<file path="src/rtl/pipe_hazard_tracker.sv">
// pipe_hazard_tracker
// Producer side of the decode-stage hazard interface. Decoded instructions
// (operation plus destination/source register addresses) move through the
// ID/EX, EX/MEM and MEM/WB tracking registers that feed the forwarding logic.
// A stall request holds the decode slot and puts a bubble into ID/EX. A branch
// flush drops the decode instruction. A global hold freezes every register.
// A watchdog counts how many stall cycles have occurred in a row.
//
// Handshake: decode presents an instruction with dec_valid. The instruction is
// taken into ID/EX on a rising edge only when dec_accept is high in that cycle.
// dec_accept = dec_valid & ~hold & ~flush & ~stall_req, and it is purely
// combinational. Upstream must keep the instruction stable, and advance only
// after an edge at which dec_accept was 1. An instruction that is present
// during a flush cycle is discarded. Upstream replaces it and does not retry.
module pipe_hazard_tracker #(
  parameter int                OP_W        = 8,
  parameter int                ADDR_W      = 5,
  parameter logic [OP_W-1:0]   NOP_OP      = 8'h00,
  parameter logic [ADDR_W-1:0] BUBBLE_ADDR = 5'd0,
  parameter int                MAX_STALL   = 15,
  parameter int                CNT_W       = 8
) (
  input  logic              clock,
  input  logic              reset_n,
  input  logic              dec_valid,
  input  logic [OP_W-1:0]   dec_operation,
  input  logic [ADDR_W-1:0] dec_addr_low,
  input  logic [ADDR_W-1:0] dec_addr_high,
  input  logic              stall_req,
  input  logic              flush,
  input  logic              hold,
  output logic              dec_accept,
  output logic [OP_W-1:0]   id_ex_operation,
  output logic [ADDR_W-1:0] id_ex_addr_low,
  output logic [ADDR_W-1:0] id_ex_addr_high,
  output logic [OP_W-1:0]   ex_mem_operation,
  output logic [ADDR_W-1:0] ex_mem_addr_low,
  output logic [ADDR_W-1:0] ex_mem_addr_high,
  output logic [OP_W-1:0]   mem_wb_operation,
  output logic [ADDR_W-1:0] mem_wb_addr_low,
  output logic [ADDR_W-1:0] mem_wb_addr_high,
  output logic              id_ex_valid,
  output logic              ex_mem_valid,
  output logic              mem_wb_valid,
  output logic [CNT_W-1:0]  stall_count,
  output logic              stall_timeout
);

  // One tracking slot: what the forwarding logic needs to know about an instruction
  typedef struct packed {
    logic              valid;
    logic [OP_W-1:0]   op;
    logic [ADDR_W-1:0] lo;
    logic [ADDR_W-1:0] hi;
  } stage_t;

  // A bubble uses r0 addresses, so it can never look like a live hazard
  localparam stage_t BUBBLE = '{valid: 1'b0, op: NOP_OP, lo: BUBBLE_ADDR, hi: BUBBLE_ADDR};

  localparam logic [CNT_W-1:0] MAX_STALL_C = CNT_W'(MAX_STALL);
  localparam logic [CNT_W-1:0] CNT_SAT     = {CNT_W{1'b1}};

  // The kind of cycle after the priority hold > flush > stall_req > normal is resolved
  typedef enum logic [1:0] {
    CYC_NORMAL = 2'd0,
    CYC_STALL  = 2'd1,
    CYC_FLUSH  = 2'd2,
    CYC_HOLD   = 2'd3
  } cyc_t;

  cyc_t             w_cyc;
  stage_t           w_dec_stage;
  logic [CNT_W-1:0] w_cnt_next;

  stage_t           r_id_ex;
  stage_t           r_ex_mem;
  stage_t           r_mem_wb;
  logic [CNT_W-1:0] r_stall_cnt;
  logic             r_stall_timeout;

  // Resolve the cycle type from the control inputs, highest priority first
  always_comb begin
    w_cyc = CYC_NORMAL;
    if (hold)           w_cyc = CYC_HOLD;
    else if (flush)     w_cyc = CYC_FLUSH;
    else if (stall_req) w_cyc = CYC_STALL;
  end

  // Form the candidate ID/EX entry from the decode slot. With no instruction, this is a bubble.
  always_comb begin
    w_dec_stage = BUBBLE;
    if (dec_valid) begin
      w_dec_stage.valid = 1'b1;
      w_dec_stage.op    = dec_operation;
      w_dec_stage.lo    = dec_addr_low;
      w_dec_stage.hi    = dec_addr_high;
    end
  end

  // Next stall count. It counts consecutive effective stalls, saturates, and is kept during hold.
  always_comb begin
    w_cnt_next = r_stall_cnt;
    case (w_cyc)
      CYC_HOLD:   w_cnt_next = r_stall_cnt;
      CYC_STALL:  w_cnt_next = (r_stall_cnt == CNT_SAT) ? r_stall_cnt
                                                         : r_stall_cnt + CNT_W'(1);
      CYC_FLUSH:  w_cnt_next = '0;
      CYC_NORMAL: w_cnt_next = '0;
      default:    w_cnt_next = r_stall_cnt;
    endcase
  end

  // Advance the three tracking slots. Stall and flush both put a bubble into ID/EX.
  always_ff @(posedge clock or negedge reset_n) begin
    if (!reset_n) begin
      r_id_ex  <= BUBBLE;
      r_ex_mem <= BUBBLE;
      r_mem_wb <= BUBBLE;
    end else begin
      case (w_cyc)
        CYC_NORMAL: begin
          r_mem_wb <= r_ex_mem;
          r_ex_mem <= r_id_ex;
          r_id_ex  <= w_dec_stage;
        end
        CYC_STALL, CYC_FLUSH: begin
          r_mem_wb <= r_ex_mem;
          r_ex_mem <= r_id_ex;
          r_id_ex  <= BUBBLE;
        end
        default: begin
          r_mem_wb <= r_mem_wb;
          r_ex_mem <= r_ex_mem;
          r_id_ex  <= r_id_ex;
        end
      endcase
    end
  end

  // Stall watchdog. The timeout flag is derived from the count it is registered with, so the two always agree.
  always_ff @(posedge clock or negedge reset_n) begin
    if (!reset_n) begin
      r_stall_cnt     <= '0;
      r_stall_timeout <= 1'b0;
    end else begin
      r_stall_cnt     <= w_cnt_next;
      r_stall_timeout <= (w_cnt_next >= MAX_STALL_C);
    end
  end

  assign dec_accept = dec_valid & ~hold & ~flush & ~stall_req;

  // Every tracking output comes straight from a register, so there is no loop through the forwarding logic
  assign id_ex_operation  = r_id_ex.op;
  assign id_ex_addr_low   = r_id_ex.lo;
  assign id_ex_addr_high  = r_id_ex.hi;
  assign id_ex_valid      = r_id_ex.valid;
  assign ex_mem_operation = r_ex_mem.op;
  assign ex_mem_addr_low  = r_ex_mem.lo;
  assign ex_mem_addr_high = r_ex_mem.hi;
  assign ex_mem_valid     = r_ex_mem.valid;
  assign mem_wb_operation = r_mem_wb.op;
  assign mem_wb_addr_low  = r_mem_wb.lo;
  assign mem_wb_addr_high = r_mem_wb.hi;
  assign mem_wb_valid     = r_mem_wb.valid;
  assign stall_count      = r_stall_cnt;
  assign stall_timeout    = r_stall_timeout;

endmodule
</file>
<file path="config.mk">
export PLATFORM = sky130hd
export DESIGN_NAME = pipe_hazard_tracker
export DESIGN_NICKNAME = d
export VERILOG_FILES = /design/src/rtl/pipe_hazard_tracker.sv
export SDC_FILE = /design/constraint.sdc
export NUM_CORES = 1
export LEC_CHECK = 0
export ABC_AREA = 1
export CORE_MARGIN = 2
export CORE_UTILIZATION = 38
export DETAILED_ROUTE_END_ITERATION = 10
export PLACE_DENSITY = 0.75
export REMOVE_ABC_BUFFERS = 1
export SYNTH_ARGS = -nofsm -noshare
export SYNTH_HDL_FRONTEND = slang
export SYNTH_SLANG_ARGS = --single-unit
</file>
<file path="constraint.sdc">
create_clock -name clock -period 1.5 [get_ports clock]
set_clock_uncertainty 0.15 [all_clocks]
set_input_delay 0.45 -clock clock [delete_from_list [all_inputs] [get_ports clock]]
set_output_delay 0.45 -clock clock [all_outputs]
set_load 0.05 [all_outputs]
</file>
==> flow_summary.toml <==
[route]
wirelength_mm = 9.31
drc = 0
avgViaCountPerCell = 4.91
via_count = 2865
ant_nets = 0
drt-initial-drc-count = 169
drtPass1Iterations = 5
post_drt_wl_per_cell_um = 16.0

[clock_tree]
htree_levels = 3
cts_tree = "done"
cts_buffers = 9
clock-root-buffer = "clkbuf_8"
clock_latency_ps = 340
clock_sinks = 66
clockBufferDepth = 2
path_clk_slew_ps = 80

[worst_setup_path]
worstSetupPathType = "reg2reg"
path_delay_family = "simple AND/OR/NAND/NOR gates"
crit_buf_inv = 1
reg2reg_depth = 10
endpoint_kind = "register"
critPathMaxStageDelay_ps = 400
required_ps = 1570
crit_chain = "ha_2, nand2_4, nor2_4, nand2_4, buf_4, nand3_2, nand2_2, nand2_2, nor2_2, nand3_2"
critPathArrivalTime_ps = 1800
critPathLaunchType = "register"
path_max_fanout = 5
cp_num_cells = 10
cp_slowest_cell = "dfrtp_1"

[synthesis]
synth-xor-area-share_pct = 0
synth_seq_cells = 66
synth_edf_count = 0
synth_top_family_by_area = "simple AND/OR/NAND/NOR gates"
synth_top_cell_area_share_pct = 59.4
synth_cell_types = 20
yosys.area.top_type = "dfrtp_1"
syn_area_per_cell_sq_um = 8.74
synth_warnings = 0
synth_area_sq_mm = 0.00278
synthAdderAreaFrac_pct = 1.80
postSynthCellCount = 318
synth-simple-area-share_pct = 20.8
muxShareOfSynthArea_pct = 0
synthTopCellsByCount = "nand2_1, dfrtp_1, inv_1"
async_flop_share_pct = 100
ys.flop_type = "dfrtp_1"
synth.most_common_cell = "nand2_1"
synth.area.top_cells = "dfrtp_1, nand2_1, inv_1"
synth_seq_area_share_pct = 59.4
synth_compound_area_share_pct = 8.55

[floorplan]
io_pins = 91
fp.dieH_um = 89.5
core_sq_mm = 0.00718
die_area_sq_mm = 0.00801
dieWidth_um = 89.5
start_util_pct = 38.7
row_count = 31

[power_and_ir_drop]
power.total_uw = 6070
vdd_ir_drop_max_uv = 761
p_per_area_mw_per_mm2 = 1090
p_leak_uw = 0.00278

[final_layout]
fin_nets = 507
fillCellCount = 427
diodes = 0
regArea_sq_mm = 0.00165
multiInputGateArea_sq_mm = 0.00113
finish.utilization_pct = 77.7
area_growth_pct = 101
drive_above_1_share_pct = 44.0

[timing]
period_share_pct = 115
setup_ws_ps = -228
rsz0062_at_grt = "yes"
setup_viol = 74
fmax_mhz = 579
relSlewSlack_pct = 78.2
report.final.slew_viol_count = 0
worstMarginPinSlew_ps = 327
hold_viol = 0
min_period_ps = 1730

[placed_design]
portBuffers = 90
hpwl_mm = 5.19
gp_congestion = 0.923

[global_route]
antenna_found_initial = 0
grt.overflow.total = 0
grt_pass1_wl_mm = 13.9
grt_max_degree = 58
grt_pass1_vias = 2869
track_usage_pct = 23.3

[job]
cap_violations = 0

[hold_path]
min_path_type = "in2async"

[status]
outcome = "finished with violations"
violations = "setup timing"
-- metrics by stage --
stage	instances	setup TNS (ps)	worst slack [ps]	instance area, sq um	hold slack [ps]
floorplan	307	-67070	-1530	2730	4.41
global placement	515	-41710	-724	4630	209
detailed placement	515	-46370	-839	4630	210
CTS	570	-2880	-129	5340	371
global route	583	-4910	-270	5580	416
finish	583	-2590	-228	5580	386
-- power by group --
| group | total (uW) | switching [uW] | internal (uW) | leakage [uW] |
|---|---|---|---|---|
| Sequential | 2180 | 213 | 1970 | 0.000888 |
| Clock | 1570 | 698 | 867 | 0.000106 |
| Combinational | 2330 | 1200 | 1130 | 0.00178 |
| Total | 6070 | 2110 | 3970 | 0.00278 |
-- area by class of cell --
class	count	share of cell area [%]
clock buffer	11	2.72
timing repair buffer	160	40.3
multi-input combinational	186	20.2
inverter	56	3.90
tap	99	2.22
clock inverter	5	1.08
sequential	66	29.6
-- cell usage in the layout (no fill, tap or decap), types with 6 or more instances in the layout --
| cell type | n |
|---|---|
| o21ai_0 | 14 |
| dfrtp_1 | 66 |
| buf_4 | 51 |
| clkdlybuf4s50_1 | 18 |
| nor2_2 | 7 |
| buf_12 | 73 |
| nand3_1 | 7 |
| inv_1 | 51 |
| buf_6 | 10 |
| nand2_2 | 9 |
| o21ai_1 | 7 |
| nand3_2 | 6 |
| o22ai_2 | 13 |
| clkbuf_8 | 11 |
| nand2_1 | 98 |
-- kinds of logic after synthesis --
| group | count (synthesis) |
|---|---|
| flip-flops | 66 |
| AO/OA/AOI/OAI | 42 |
| adder cells (fa/ha/maj) | 4 |
| AND/OR/NAND/NOR | 139 |
| buffers and inverters | 67 |
-- path summary, 6_finish.rpt --
check,slack [ps],end,start
max,-230,stall_timeout,stall_count[1]
min,390,ex_mem_operation[5],reset_n
max reg2reg,-230,stall_timeout,stall_count[1]
min reg2reg,400,mem_wb_addr_low[3],mem_wb_addr_low[3]
max in group asynchronous,360,ex_mem_addr_high[0],reset_n
min in group clock,400,mem_wb_addr_low[3],mem_wb_addr_low[3]
-- worst register-to-register path: cells and delay by family (launching register included) --
family	cells	cell delay, ps
and+or+nand+nor	8	730
DFF	1	400
adders and majority gates	1	220
buffers and inverters	1	120
-- layer usage --
metal,wire (um),GRT usage (%)
met4,226,8.68
met3,740,7.11
met2,4950,40.9
met1,3390,26.7
met5,0,0
-- flip-flops by register name (all words and copies together), names as in the netlist --
register	count
ex_mem_addr_high	5
ex_mem_addr_low	5
ex_mem_operation	8
ex_mem_valid	1
id_ex_addr_high	5
id_ex_addr_low	5
id_ex_operation	8
id_ex_valid	1
mem_wb_addr_high	5
mem_wb_addr_low	5
mem_wb_operation	8
mem_wb_valid	1
stall_count	8
stall_timeout	1
-- what timing repair did --
item,in CTS,in global routing
buffers inserted,35,14
hold buffers,1,0
cloned,3,1
endpoints found under the hold margin,10,0
resized for setup,60,32
setup endpoints to repair,132,92
pin swaps,10,12
No activity file was read; power rests on OpenSTA's default activity.
